[config.mk]
export PLATFORM = sky130hd
export DESIGN_NAME = firmware_loader_m
export DESIGN_NICKNAME = d
export VERILOG_FILES = /design/src/rtl/firmware_loader_m.sv
export SDC_FILE = /design/constraint.sdc
export NUM_CORES = 1
export LEC_CHECK = 0
export CAP_MARGIN = 10
export CORE_UTILIZATION = 30
export DETAILED_ROUTE_END_ITERATION = 16
export RECOVER_POWER = 50
export SYNTH_ARGS = -nofsm -noshare
export SYNTH_HDL_FRONTEND = slang
export SYNTH_SLANG_ARGS = --single-unit
[constraint.sdc]
create_clock -name clk -period 5.41 [get_ports clk]
set_clock_uncertainty 0.05 [all_clocks]
set_input_delay 1.082 -clock clk [delete_from_list [all_inputs] [get_ports clk]]
set_output_delay 1.082 -clock clk [all_outputs]
set_load 0.05 [all_outputs]
[src/rtl/firmware_loader_m.sv]
// firmware_loader_m: boot-time copy engine. Reads SIZE bytes from the firmware ROM
// (combinational read) and writes them to shadow RAM at DST_BASE+i, holding the CPU
// in reset until the copy has completed.
//
// Optional feature macro: FIRMWARE_LOADER_CHECKSUM_EN adds checksum/checksum_ok.
//
// Ports:
//   clk, rst_n         clock, asynchronous active-low reset
//   start              one-cycle request to (re)start a copy (ignored while busy)
//   rom_address        ROM byte address (ADDR_W bits), rom_data returns the byte same cycle
//   ram_address/wdata  shadow RAM write address/data, stable while ram_we is held
//   ram_we, ram_ready  write request / accept handshake
//   busy, done         copy in progress / last copy completed (sticky)
//   cpu_hold           CPU reset, released once done
//   checksum(_ok)      running byte sum mod 256 / done && sum matches EXPECTED_SUM
module firmware_loader_m #(
    parameter int unsigned SIZE         = 32'h3000,
    parameter int unsigned ADDR_W       = 14,
    parameter logic [15:0] DST_BASE     = 16'h0000,
    parameter bit          AUTO_START   = 1'b1,
    parameter logic [7:0]  EXPECTED_SUM = 8'h00
) (
    input  logic              clk,
    input  logic              rst_n,
    input  logic              start,
    output logic [ADDR_W-1:0] rom_address,
    input  logic [7:0]        rom_data,
    output logic [15:0]       ram_address,
    output logic [7:0]        ram_wdata,
    output logic              ram_we,
    input  logic              ram_ready,
    output logic              busy,
    output logic              done,
    output logic              cpu_hold
`ifdef FIRMWARE_LOADER_CHECKSUM_EN
    ,
    output logic [7:0]        checksum,
    output logic              checksum_ok
`endif
);

    // Last index precomputed at ADDR_W bits so SIZE == 2**ADDR_W never overflows the compare.
    localparam logic [ADDR_W-1:0] LAST_INDEX = ADDR_W'(SIZE - 1);

    typedef enum logic [1:0] {
        ST_IDLE,
        ST_FETCH,
        ST_WRITE,
        ST_DONE
    } state_t;

    state_t            state, state_d;
    logic [ADDR_W-1:0] index_d;
    logic [15:0]       ram_address_d;
    logic [7:0]        ram_wdata_d;
    logic              ram_we_d;
    logic              busy_d;
    logic              done_d;

    // The ROM address is the byte index itself.
    // State and output registers.
    always_ff @(posedge clk or negedge rst_n) begin
        if (!rst_n) begin
            state       <= ST_IDLE;
            rom_address <= '0;
            ram_address <= DST_BASE;
            ram_wdata   <= '0;
            ram_we      <= 1'b0;
            busy        <= 1'b0;
            done        <= 1'b0;
            cpu_hold    <= 1'b1;
        end else begin
            state       <= state_d;
            rom_address <= index_d;
            ram_address <= ram_address_d;
            ram_wdata   <= ram_wdata_d;
            ram_we      <= ram_we_d;
            busy        <= busy_d;
            done        <= done_d;
            cpu_hold    <= ~done_d;
        end
    end

    // Next-state and next-output logic.
    always_comb begin
        state_d       = state;
        index_d       = rom_address;
        ram_address_d = ram_address;
        ram_wdata_d   = ram_wdata;
        ram_we_d      = ram_we;

        unique case (state)
            ST_IDLE: begin
                if (AUTO_START || start) begin
                    index_d = '0;
                    state_d = ST_FETCH;
                end
            end
            ST_FETCH: begin
                ram_wdata_d   = rom_data;
                ram_address_d = DST_BASE + 16'(rom_address);
                ram_we_d      = 1'b1;
                state_d       = ST_WRITE;
            end
            ST_WRITE: begin
                if (ram_ready) begin
                    ram_we_d = 1'b0;
                    if (rom_address == LAST_INDEX) begin
                        state_d = ST_DONE;
                    end else begin
                        index_d = rom_address + ADDR_W'(1);
                        state_d = ST_FETCH;
                    end
                end
            end
            ST_DONE: begin
                if (start) begin
                    index_d = '0;
                    state_d = ST_FETCH;
                end
            end
            default: begin
                state_d = ST_IDLE;
            end
        endcase

        busy_d = (state_d == ST_FETCH) || (state_d == ST_WRITE);
        done_d = (state_d == ST_DONE);
    end

`ifdef FIRMWARE_LOADER_CHECKSUM_EN
    logic [7:0] checksum_d;
    logic       checksum_ok_d;

    // Sum of accepted bytes; cleared when a new copy starts from DONE.
    always_comb begin
        checksum_d = checksum;
        if (state == ST_WRITE && ram_ready) begin
            checksum_d = checksum + ram_wdata;
        end else if (state == ST_DONE && start) begin
            checksum_d = '0;
        end
        checksum_ok_d = done_d && (checksum_d == EXPECTED_SUM);
    end

    always_ff @(posedge clk or negedge rst_n) begin
        if (!rst_n) begin
            checksum    <= '0;
            checksum_ok <= 1'b0;
        end else begin
            checksum    <= checksum_d;
            checksum_ok <= checksum_ok_d;
        end
    end
`endif

endmodule

# Word-level counts from Yosys, hierarchy flattened
# Cells that the tools add are included.
# op_classes
reduce_logical,6
addsub,1
muxes,10
eq_ne,10
bitwise_logic,1
# ops
operator,count
two-way mux 14 bit,3
one-hot mux 14 bit (3 select lines),1
"adder 14 x 1 -> 14 bit, second input constant",1
"equality test 14 bit, second input constant",1
"equality test 2 bit, second input constant",4
one-hot mux 2 bit (4 select lines),1
two-way mux 2 bit,3
"!= test 2 bit, second input constant",3
"equality test 2 x 1 -> 1 bit, second input constant",2
AND reduction 4 bit,1
nonzero test 3 bit,1
logical NOT 2 bit,1
one-hot mux 1 bit (2 select lines),1
AND reduction 2 bit,1
nonzero test 2 bit,1
logical OR 1 bit,1
two-way mux 1 bit,1
NOT 1 bit,1
# word_totals
inputBits,12
regBits,42
out_inout_bits,42
wordCells,36

# Depth between registers and ports, before layout
# depth
depth_word,6
depth_mapped,8
mapped_depth_nobuf,7

# Worst setup path after synthesis
# No wires, ideal clock.
# synth_timing
path_kind,flip-flop to flip-flop
from,register rom_address[0]
to,register rom_address[0]
stages_incl_launch_ff,6
period_less_slack_ns,2.194
setup_slack_ns,3.216
t_arrival_ns,2.019
path_buffers,0
t_required_ns,5.235
setup_time_ns,0.125
cell_sequence,dfrtp_1 ha_1 nand4_1 nor2_1 a21oi_1 mux2_2
# synth_via
elab_chain_len,4
word_cells_on_any_way,7
cone_classes,add/sub: 1; eq/ne: 2; mux: 3; reduce/logical: 1
# synth_rtl
element,line_no,rtl
from (decl),26,"output logic [ADDR_W-1:0] rom_address,"
from (signal assigned),74,rom_address <= index_d;
adder 14 x 1 -> 14 bit,111,index_d = rom_address + ADDR_W'(1);
two-way mux 14 bit,108,if (rom_address == LAST_INDEX) begin
two-way mux 14 bit,106,if (ram_ready) begin
one-hot mux 14 bit (3 select lines),92,unique case (state)
# Parallel ways exist; a longest one is shown, timed or not. The select of a mux whose other input is x is not followed.
# A chain may end at the register's enable or synchronous reset.

# Worst setup path after layout
# layout_timing
from,register rom_address[3]
to,output port rom_address[3]
# No word-level cell between the ends.

==> results.sh <==
export IMPL_drt_wirelength_per_cell_um=14.5
export IMPL_die_area_sq_mm=0.00720
export IMPL_timing_max_transition_violations_final=43
export IMPL_cp_data_arrival_time_ns=1.69
export IMPL_mappedNetlistArea_sq_mm=0.00206
export IMPL_post_synth_cell_area_avg_sq_um=11.5
export IMPL_n_antenna_cell=0
export IMPL_worst_slew_pin_slew_ns=2.26
export IMPL_post_cts_setup_buffer_count=0
export IMPL_r2r_setup_slack_ns=3.22
export IMPL_asyncSetResetFlopFracSynth=1.00
export IMPL_drt_first_pass_iters=4
export IMPL_critPathCaptureType="output port"
export IMPL_synth_area_top_cells="sky130_fd_sc_hd__dfrtp_1, sky130_fd_sc_hd__mux2_2, sky130_fd_sc_hd__ha_1, sky130_fd_sc_hd__mux2i_1, sky130_fd_sc_hd__nand2_1"
export IMPL_netlist_instances=179
export IMPL_yosysWarningCount=0
export IMPL_p_leak_nw=1.13
export IMPL_yosys_register_bits=42
export IMPL_min_delay_start="ram_address[1]"
export IMPL_cts_hold_buf=0
export IMPL_placementRows=29
export IMPL_num_io_pins=54
export IMPL_die_width_um=84.9
export IMPL_timing_final_crit_share=0.521
export IMPL_outcome="finished, violations left"
export IMPL_nets=250
export IMPL_worst_r2r_path_depth=7
export IMPL_global_route_wire_length_before_repair_um=7710
export IMPL_place_port_buffers=51
export IMPL_grt_antenna_before_repair=0
export IMPL_synth_yosys_seq_area_share=0.511
export IMPL_worstHoldPathType="flip-flop to flip-flop"
export IMPL_synth_most_common_cell="sky130_fd_sc_hd__dfrtp_1"
export IMPL_rsz0062_at_grt="no"
export IMPL_numCtsBuffers=5
export IMPL_post_route_cells_drive_above_1_share=0.177
export IMPL_worst_path_max_fanout=9
export IMPL_setup_worst_path_class="flip-flop to output port"
export IMPL_cts_tree="built"
export IMPL_route_vias_total=1559
export IMPL_seqCellArea_sq_mm=0.00105
export IMPL_max_freq_ghz=0.355
export IMPL_multi_input_comb_area_sq_um=932
export IMPL_critical_path_startpoint_type="flip-flop"
export IMPL_global_route_overflow_total=0
export IMPL_yosys_area_top_type="sky130_fd_sc_hd__dfrtp_1"
export IMPL_critPathMaxStageDelay_ns=0.87
export IMPL_floorplan_core_area_sq_mm=0.00649
export IMPL_place_detailed_instances=301
export IMPL_drc_errors=0
export IMPL_power_density_mw_per_mm2=551
export IMPL_cp_num_buf_inv=1
export IMPL_placement_cell_area_sq_mm=0.00264
export IMPL_finalInstanceArea_sq_mm=0.00274
export IMPL_antenna_violating_nets_post_route=0
export IMPL_r2r_start="state[0]"
export IMPL_critical_path_slowest_cell="sky130_fd_sc_hd__clkdlybuf4s50_1"
export IMPL_clk_pin_slew_worst_paths_ns=0.08
export IMPL_yosysUniqueCellTypes=45
export IMPL_hold_viol_final=0
export IMPL_first_global_vias=1564
export IMPL_final_period_minus_worst_setup_slack_ns=2.82
export IMPL_worst_ir_drop_vdd_mv=0.351
export IMPL_reg2reg_to="rom_address[0]"
export IMPL_routed_via_density=5.05
export IMPL_max_cap_viol_count=1
export IMPL_fin_cells=309
export IMPL_area_growth_syn_to_layout_pct=33.2
export IMPL_clock_tree_buffer_depth=2
export IMPL_largest_net_degree_at_the_start_of_global_routing=43
export IMPL_fill_cells=634
export IMPL_htree_num_levels=2
export IMPL_timing_critical_path_max_delay_family="buffers and inverters"
export IMPL_max_slew_margin=-0.505
export IMPL_cts_root_buf="sky130_fd_sc_hd__clkbuf_8"
export IMPL_synth_top_cell_area_share=0.498
export IMPL_min_delay_path_depth=1
export IMPL_drt_initial_drc_count=50
export IMPL_initial_utilization=0.317
export IMPL_wl_um=4480
export IMPL_finalSetupViolations=0
export IMPL_cts_resized=0
export IMPL_fin_setup_tns_ns=0
export IMPL_required_time_at_the_worst_slack_endpoint_ns=4.28
export IMPL_numClockSinks=42
export IMPL_gp_congestion=0.786
export IMPL_synthTopCellsByCount="sky130_fd_sc_hd__dfrtp_1, sky130_fd_sc_hd__mux2_2, sky130_fd_sc_hd__nand2_1, sky130_fd_sc_hd__inv_1, sky130_fd_sc_hd__nor2_1"
export IMPL_synth_enable_flop_cells=0
export IMPL_worst_hold_path_endpoint="ram_address[1]"
export IMPL_track_usage=0.136
export IMPL_detailed_place_hpwl_um=3130
export IMPL_clock_latency_late_sink_ns=0.29
export IMPL_dieHeight_um=84.9
export IMPL_crit_chain="clkdlybuf4s50_1"
export IMPL_synth_top_flop_cell="sky130_fd_sc_hd__dfrtp_1"
export IMPL_violations="capacitance limit, slew limit"
==> metrics by stage <==
stage	worst slack, ns	power (mW)	utilization	hold slack (ns)
after floorplan	3.22	1.04	-	0.535
after global placement	2.57	1.27	0.406	0.437
after detailed placement	2.55	1.28	0.406	0.444
after CTS	2.58	1.54	0.423	0.464
after global routing	2.09	1.62	0.422	0.474
final	2.59	1.51	0.422	0.459
==> power by group <==
group	switching, mW	internal [mW]	total, mW
Sequential	0.0632	0.396	0.459
Clock	0.109	0.138	0.246
Combinational	0.520	0.285	0.805
Total	0.692	0.819	1.51
==> worst max-delay path by stage <==
stage / from / to / slack, ns / depth (start not counted)
3_5_place_dp: ram_ready / rom_address[0] / 2.55 / 6
5_1_grt: rst_n / rom_address[13] / 2.09 / 1
2_1_floorplan: rom_address[0] / rom_address[0] / 3.22 / 5
3_3_place_gp: ram_ready / rom_address[0] / 2.57 / 6
4_1_cts: rom_address[3] / rom_address[3] / 2.58 / 1
6_report: rom_address[3] / rom_address[3] / 2.59 / 1
==> metal layers <==
layer | GRT usage | vias up | share of wire
met1 | 0.182 | 767 | 0.47
met2 | 0.214 | 40 | 0.46
met5 | 0 | - | 0
li1 | - | 745 | -
met3 | 0.0370 | 7 | 0.051
met4 | 0.0478 | 0 | 0.015
==> sequential cells by signal (all words and copies together), names as in the netlist <==
name	flops
ram_address	14
rom_address	14
ram_wdata	8
state	2
busy	1
cpu_hold	1
done	1
ram_we	1
==> cell families after synthesis <==
group / share of synthesized area
AOI/OAI and AO/OA: 0.0947
DFF: 0.511
adders and majority gates: 0.0425
muxes: 0.155
buffers and inverters: 0.0389
other: 0.00182
and+or+nand+nor: 0.157
==> layout make-up <==
class                      instances  share of cell area
sequential                        42               0.383
multi-input combinational        120               0.340
timing repair buffer              53               0.189
tap                               77              0.0351
clock buffer                       6              0.0264
clock inverter                     2              0.0137
inverter                           9              0.0123
==> cells in the final DEF (no fill, tap or decap), types with 3 or more instances in the layout <==
cell	instances
sky130_fd_sc_hd__clkbuf_8	5
sky130_fd_sc_hd__nand2_1	13
sky130_fd_sc_hd__a21oi_1	4
sky130_fd_sc_hd__clkdlybuf4s50_1	48
sky130_fd_sc_hd__inv_1	9
sky130_fd_sc_hd__mux2i_1	6
sky130_fd_sc_hd__nand2b_1	7
sky130_fd_sc_hd__nand3_1	6
sky130_fd_sc_hd__dfrtp_1	41
sky130_fd_sc_hd__nor2_1	9
sky130_fd_sc_hd__o211ai_1	4
sky130_fd_sc_hd__nand4_1	3
sky130_fd_sc_hd__ha_1	7
sky130_fd_sc_hd__mux2_2	23
(Power assumes the default switching activity.)
